==> src/rtl/regfile_write_arbiter_pkg.sv <==
// Shared types and constants for the register-file write arbiter.
// Holds the default widths, the hard-wired zero register index and the priority pointer encoding.
package regfile_pkg;

    localparam int DATA_W   = 32;
    localparam int ADDR_W   = 5;
    localparam int ZERO_REG = 0;
    localparam int CNT_W    = 16;

    typedef enum logic {
        PRI_A = 1'b0,
        PRI_B = 1'b1
    } pri_e;

    // Saturating increment: the counter parks at all-ones instead of wrapping.
    function automatic logic [CNT_W-1:0] sat_inc(input logic [CNT_W-1:0] v);
        return (&v) ? v : v + 1'b1;
    endfunction

endpackage

==> src/rtl/regfile_write_arbiter_if.sv <==
// Bundle of the two writeback requesters, the stall input and the register-file write port.
// master = requester/consumer side, slave = arbiter side.
interface regfile_write_arbiter_if #(
    parameter int DATA_W = regfile_pkg::DATA_W,
    parameter int ADDR_W = regfile_pkg::ADDR_W
);
    logic              stall;

    logic              a_valid;
    logic              a_ready;
    logic [ADDR_W-1:0] a_reg;
    logic [DATA_W-1:0] a_data;

    logic              b_valid;
    logic              b_ready;
    logic [ADDR_W-1:0] b_reg;
    logic [DATA_W-1:0] b_data;

    logic              write_enable;
    logic [ADDR_W-1:0] write_reg;
    logic [DATA_W-1:0] write_data;
    logic [15:0]       conflict_cnt;

    modport master (
        output stall,
        output a_valid, a_reg, a_data,
        input  a_ready,
        output b_valid, b_reg, b_data,
        input  b_ready,
        input  write_enable, write_reg, write_data, conflict_cnt
    );

    modport slave (
        input  stall,
        input  a_valid, a_reg, a_data,
        output a_ready,
        input  b_valid, b_reg, b_data,
        output b_ready,
        output write_enable, write_reg, write_data, conflict_cnt
    );
endinterface

==> src/rtl/regfile_write_arbiter_rr_arbiter2.sv <==
// Two-way round-robin arbiter: combinational grants, one-bit priority pointer that
// flips toward the other requester after every accepted transfer.
module rr_arbiter2
    import regfile_pkg::*;
(
    input  logic clk,
    input  logic reset,
    input  logic stall,
    input  logic a_valid,
    input  logic b_valid,
    output logic gnt_a,
    output logic gnt_b
);

    pri_e ptr_q;
    pri_e ptr_d;

    always_comb begin
        gnt_a = 1'b0;
        gnt_b = 1'b0;
        if (!reset && !stall) begin
            if (a_valid && b_valid) begin
                gnt_a = (ptr_q == PRI_A);
                gnt_b = (ptr_q == PRI_B);
            end else begin
                gnt_a = a_valid;
                gnt_b = b_valid;
            end
        end
    end

    // A grant is always a transfer, since a grant is only given to a valid requester.
    always_comb begin
        ptr_d = ptr_q;
        if (gnt_a) begin
            ptr_d = PRI_B;
        end else if (gnt_b) begin
            ptr_d = PRI_A;
        end
    end

    always_ff @(posedge clk) begin
        if (reset) begin
            ptr_q <= PRI_A;
        end else begin
            ptr_q <= ptr_d;
        end
    end

endmodule

==> src/rtl/regfile_write_arbiter.sv <==
// Arbitrates ALU and load writebacks onto a single register-file write port with one-cycle
// registered latency, suppresses writes to the zero register and counts contended cycles.
module regfile_write_arbiter
    import regfile_pkg::*;
#(
    parameter int DATA_W = regfile_pkg::DATA_W,
    parameter int ADDR_W = regfile_pkg::ADDR_W
) (
    input  logic                    clk,
    input  logic                    reset,
    regfile_write_arbiter_if.slave  bus
);

    logic gnt_a;
    logic gnt_b;

    logic              write_enable_q, write_enable_d;
    logic [ADDR_W-1:0] write_reg_q,    write_reg_d;
    logic [DATA_W-1:0] write_data_q,   write_data_d;
    logic [CNT_W-1:0]  conflict_cnt_q, conflict_cnt_d;

    rr_arbiter2 u_arb (
        .clk     (clk),
        .reset   (reset),
        .stall   (bus.stall),
        .a_valid (bus.a_valid),
        .b_valid (bus.b_valid),
        .gnt_a   (gnt_a),
        .gnt_b   (gnt_b)
    );

    assign bus.a_ready = gnt_a;
    assign bus.b_ready = gnt_b;

    // Index 0 transfers are accepted but never strobe the register file.
    always_comb begin
        write_enable_d = 1'b0;
        write_reg_d    = write_reg_q;
        write_data_d   = write_data_q;
        if (gnt_a) begin
            write_enable_d = (bus.a_reg != ADDR_W'(ZERO_REG));
            write_reg_d    = bus.a_reg;
            write_data_d   = bus.a_data;
        end else if (gnt_b) begin
            write_enable_d = (bus.b_reg != ADDR_W'(ZERO_REG));
            write_reg_d    = bus.b_reg;
            write_data_d   = bus.b_data;
        end
    end

    always_comb begin
        conflict_cnt_d = conflict_cnt_q;
        if (bus.a_valid && bus.b_valid && !bus.stall) begin
            conflict_cnt_d = sat_inc(conflict_cnt_q);
        end
    end

    always_ff @(posedge clk) begin
        if (reset) begin
            write_enable_q <= 1'b0;
            write_reg_q    <= '0;
            write_data_q   <= '0;
            conflict_cnt_q <= '0;
        end else begin
            write_enable_q <= write_enable_d;
            write_reg_q    <= write_reg_d;
            write_data_q   <= write_data_d;
            conflict_cnt_q <= conflict_cnt_d;
        end
    end

    assign bus.write_enable = write_enable_q;
    assign bus.write_reg    = write_reg_q;
    assign bus.write_data   = write_data_q;
    assign bus.conflict_cnt = conflict_cnt_q;

endmodule

==> src/flat_wrapper.sv <==
// flat-port wrapper written by rule: the top's interface ports become plain ports
module regfile_write_arbiter_flat import regfile_pkg::*;
#(
    parameter int DATA_W = regfile_pkg::DATA_W,
    parameter int ADDR_W = regfile_pkg::ADDR_W
)
  (clk, reset, bus_stall, bus_a_valid, bus_a_reg, bus_a_data, bus_a_ready, bus_b_valid, bus_b_reg, bus_b_data, bus_b_ready, bus_write_enable, bus_write_reg, bus_write_data, bus_conflict_cnt);
  regfile_write_arbiter_if #(.DATA_W(DATA_W), .ADDR_W(ADDR_W)) bus_i ();
  input  logic clk;
  input  logic reset;
  input wire logic [$bits(bus_i.stall)-1:0] bus_stall;
  input wire logic [$bits(bus_i.a_valid)-1:0] bus_a_valid;
  input wire logic [$bits(bus_i.a_reg)-1:0] bus_a_reg;
  input wire logic [$bits(bus_i.a_data)-1:0] bus_a_data;
  output wire logic [$bits(bus_i.a_ready)-1:0] bus_a_ready;
  input wire logic [$bits(bus_i.b_valid)-1:0] bus_b_valid;
  input wire logic [$bits(bus_i.b_reg)-1:0] bus_b_reg;
  input wire logic [$bits(bus_i.b_data)-1:0] bus_b_data;
  output wire logic [$bits(bus_i.b_ready)-1:0] bus_b_ready;
  output wire logic [$bits(bus_i.write_enable)-1:0] bus_write_enable;
  output wire logic [$bits(bus_i.write_reg)-1:0] bus_write_reg;
  output wire logic [$bits(bus_i.write_data)-1:0] bus_write_data;
  output wire logic [$bits(bus_i.conflict_cnt)-1:0] bus_conflict_cnt;
  assign bus_i.stall = bus_stall;
  assign bus_i.a_valid = bus_a_valid;
  assign bus_i.a_reg = bus_a_reg;
  assign bus_i.a_data = bus_a_data;
  assign bus_a_ready = bus_i.a_ready;
  assign bus_i.b_valid = bus_b_valid;
  assign bus_i.b_reg = bus_b_reg;
  assign bus_i.b_data = bus_b_data;
  assign bus_b_ready = bus_i.b_ready;
  assign bus_write_enable = bus_i.write_enable;
  assign bus_write_reg = bus_i.write_reg;
  assign bus_write_data = bus_i.write_data;
  assign bus_conflict_cnt = bus_i.conflict_cnt;
  regfile_write_arbiter #(.DATA_W(DATA_W), .ADDR_W(ADDR_W)) u_core (.clk(clk), .reset(reset), .bus(bus_i));
endmodule
==> config.mk <==
export PLATFORM = sky130hd
export DESIGN_NAME = regfile_write_arbiter_flat
export DESIGN_NICKNAME = d
export VERILOG_FILES = /design/src/rtl/regfile_write_arbiter_pkg.sv /design/src/rtl/regfile_write_arbiter_if.sv /design/src/rtl/regfile_write_arbiter_rr_arbiter2.sv /design/src/rtl/regfile_write_arbiter.sv /design/src/flat_wrapper.sv
export SDC_FILE = /design/constraint.sdc
export NUM_CORES = 1
export LEC_CHECK = 0
export CAP_MARGIN = 20
export CORE_UTILIZATION = 38
export CTS_BUF_LIST = sky130_fd_sc_hd__clkbuf_4 sky130_fd_sc_hd__clkbuf_8 sky130_fd_sc_hd__clkbuf_16
export DETAILED_ROUTE_END_ITERATION = 6
export PLACE_DENSITY_LB_ADDON = 0.25
export SETUP_SLACK_MARGIN = 0.4
export SYNTH_ARGS = -nofsm -noshare
export SYNTH_HDL_FRONTEND = slang
export SYNTH_SLANG_ARGS = --single-unit
==> constraint.sdc <==
create_clock -name clk -period 2.3 [get_ports clk]
set_clock_uncertainty 0.1 [all_clocks]
set_input_delay 0.23 -clock clk [delete_from_list [all_inputs] [get_ports clk]]
set_output_delay 0.23 -clock clk [all_outputs]
set_load 0.005 [all_outputs]
==> impl_metrics.env <==
export IMPL_period_share=0.825
export IMPL_setup_ws_ns=0.403
export IMPL_grt_pass1_vias=2592
export IMPL_status="finished clean"
export IMPL_dp_hpwl_mm=5.32
export IMPL_numClockSinks=55
export IMPL_drtIter0Drc=224
export IMPL_regArea_mm2=0.00112
export IMPL_power_leakage_nw=1.38
export IMPL_synth_distinct_cells=35
export IMPL_cts_buffers_inserted=5
export IMPL_worstPathMaxFanout=6
export IMPL_placed_cell_area_mm2=0.00378
export IMPL_clockBufferDepth=2
export IMPL_async_flop_share=0
export IMPL_grt_max_degree=56
export IMPL_drtPass1Iterations=5
export IMPL_cts_root_buffer="clkbuf_8"
export IMPL_yosys_top_cells_area="dfxtp_1 (48%), a222oi_1 (9.9%), a21oi_1 (6.3%)"
export IMPL_place_congestion=0.809
export IMPL_design_area_mm2=0.00399
export IMPL_worst_pin_slew_ns=0.612
export IMPL_finalHoldWorstSlack_ns=0.187
export IMPL_place_port_buffers=134
export IMPL_start_kind="flip-flop"
export IMPL_avgSynthCellArea_um2=8.94
export IMPL_viasPerCell=5.61
export IMPL_vdd_ir_drop_max_mv=0.311
export IMPL_ios=135
export IMPL_rsz0062_at_grt="true"
export IMPL_drt_antenna_violating_nets=0
export IMPL_yosysWarnings=0
export IMPL_wl_per_cell_um=15.9
export IMPL_arrival_ns=2.04
export IMPL_fin_nets=478
export IMPL_hold_violations=0
export IMPL_multi_input_comb_area_mm2=0.00118
export IMPL_die_y_um=80.0
export IMPL_drive_above_1_share=0.133
export IMPL_tritoncts="built"
export IMPL_die_area_mm2=0.00641
export IMPL_area_growth_pct=72.5
export IMPL_grt_pass1_wl_mm=12.1
export IMPL_ys_seq_elements=55
export IMPL_ctsHtreeMaxLevel=2
export IMPL_synth_seq_area_share=0.476
export IMPL_holdBufCountCts=0
export IMPL_rows=28
export IMPL_num_antenna_cells=0
export IMPL_min_path_type="in -> reg"
export IMPL_fin_crit_ns=1.90
export IMPL_dp_slack_ns=-0.0625
export IMPL_clock_fmax_mhz=527
export IMPL_syn_inst=259
export IMPL_regToRegSetupSlack_ns=0.40
export IMPL_setup_viol=0
export IMPL_clk_pin_slew_ns=0.10
export IMPL_grt_util_all_layers=0.240
export IMPL_synth_edf_count=0
export IMPL_whs_path_depth=3
export IMPL_nFillCells=485
export IMPL_max_slew_margin=0.592
export IMPL_overflow=0
export IMPL_vias=2658
export IMPL_clkLatencyLatePin_ns=0.31
export IMPL_syn_nets=339
export IMPL_end_kind="flip-flop"
export IMPL_path_class="reg -> reg"
export IMPL_largest_register_ffs=32
export IMPL_synth_top_area_frac=0.476
export IMPL_netlist_area_mm2=0.00231
export IMPL_powerDensity_mw_per_mm2=498
export IMPL_ff2ff_path_depth=5
export IMPL_drc=0
export IMPL_core_mm2=0.00589
export IMPL_finalMaxSlewViolations=0
export IMPL_drt_wl_total_mm=7.54
export IMPL_synth_area_leader_cell="dfxtp_1"
export IMPL_initial_utilization=0.393
export IMPL_max_cap_violations=0
export IMPL_synth_most_common_cell="dfxtp_1"
export IMPL_critPathRequiredTime_ns=2.45
export IMPL_synth_ff_type="dfxtp_1"
export IMPL_die_w_um=80.0
export IMPL_antenna_found_initial=0
export IMPL_ys_top_cells_by_count="dfxtp_1 (55), a21oi_1 (29), nor2_1 (27), a222oi_1 (23), nand2_1 (22)"
through the flow:
stage,utilization,power [mW],TNS [ns],instances
after floorplan,-,1.15,0,259
after global placement,0.642,1.41,-0.00323,461
after detailed placement,0.642,1.42,-0.189,461
after CTS,0.674,2.00,0,472
after global routing,0.679,2.07,0,474
final,0.679,1.99,0,474
cell type report:
| cell class | instances | share of cell area |
|---|---|---|
| Multi-Input combinational cell | 180 | 0.296 |
| Timing Repair Buffer | 154 | 0.372 |
| Tap cell | 75 | 0.0235 |
| Clock buffer | 8 | 0.0260 |
| Sequential cell | 55 | 0.280 |
| Inverter | 2 | 0.00188 |
routing by layer:
metal,global-route usage,wire length (µm),up-vias
met4,0.0875,152,0
li1,-,-,1283
met5,0,0,-
met1,0.281,3040,1263
met2,0.414,3790,98
met3,0.0663,551,14
power breakdown:
group | leakage [nW] | internal (mW) | switching, mW
Combinational | 0.873 | 0.248 | 0.134
Sequential | 0.453 | 0.991 | 0.0228
Clock | 0.0549 | 0.287 | 0.306
Total | 1.38 | 1.53 | 0.463
placed cells by master, fill, tap and decap left out, drive strengths merged, types with 2 or more instances in the layout:
master,count
o31ai,10
or3,4
nand3,4
inv,2
nand2,22
clkdlybuf4s50,130
nor4,3
o21ai,6
nor2b,2
a21oi,29
nand3b,2
and2,2
dfxtp,55
a22oi,14
buf,21
dlygate4sd2,2
and3,2
nand4,6
a222oi,23
nor2,27
clkbuf,9
or4,12
critical path: stages, from the launching register on:
cell     delay, ns
dfxtp_4       0.37
buf_6         0.09
nand3_1       0.06
or4_4         0.56
or4_1         0.54
a21oi_2       0.13
logic make-up (layout without fill, tap and decap cells):
| group | Yosys count | count (layout) | synth area share |
|---|---|---|---|
| AO/OA/AOI/OAI | 86 | 86 | 0.268 |
| multiplexers | 1 | 1 | 0.00486 |
| adder cells (fa/ha/maj) | 1 | 1 | 0.00540 |
| flip-flops | 55 | 55 | 0.476 |
| buffers and inverters | 24 | 164 | 0.0400 |
| AND/OR/NAND/NOR | 92 | 92 | 0.206 |
path summary, 6_finish.rpt:
path / end / from
setup reg to reg: u_core.bus.conflict_cnt[15]$_SDFFE_PP0P_ / u_core.bus.conflict_cnt[0]$_SDFFE_PP0P_
hold / removal: u_core.bus.write_enable$_SDFF_PP0_ / reset
hold reg to reg: u_core.bus.write_data[20]$_SDFFE_PP0P_ / u_core.bus.write_data[20]$_SDFFE_PP0P_
setup / recovery: u_core.bus.conflict_cnt[15]$_SDFFE_PP0P_ / u_core.bus.conflict_cnt[0]$_SDFFE_PP0P_
what timing repair did:
item / CTS / global route
endpoints found under the setup margin: 12 / 10
setup buffers: 3 / 2
gates resized for setup: 21 / 8
pin swaps: 6 / 3
(Power assumes the default switching activity.)
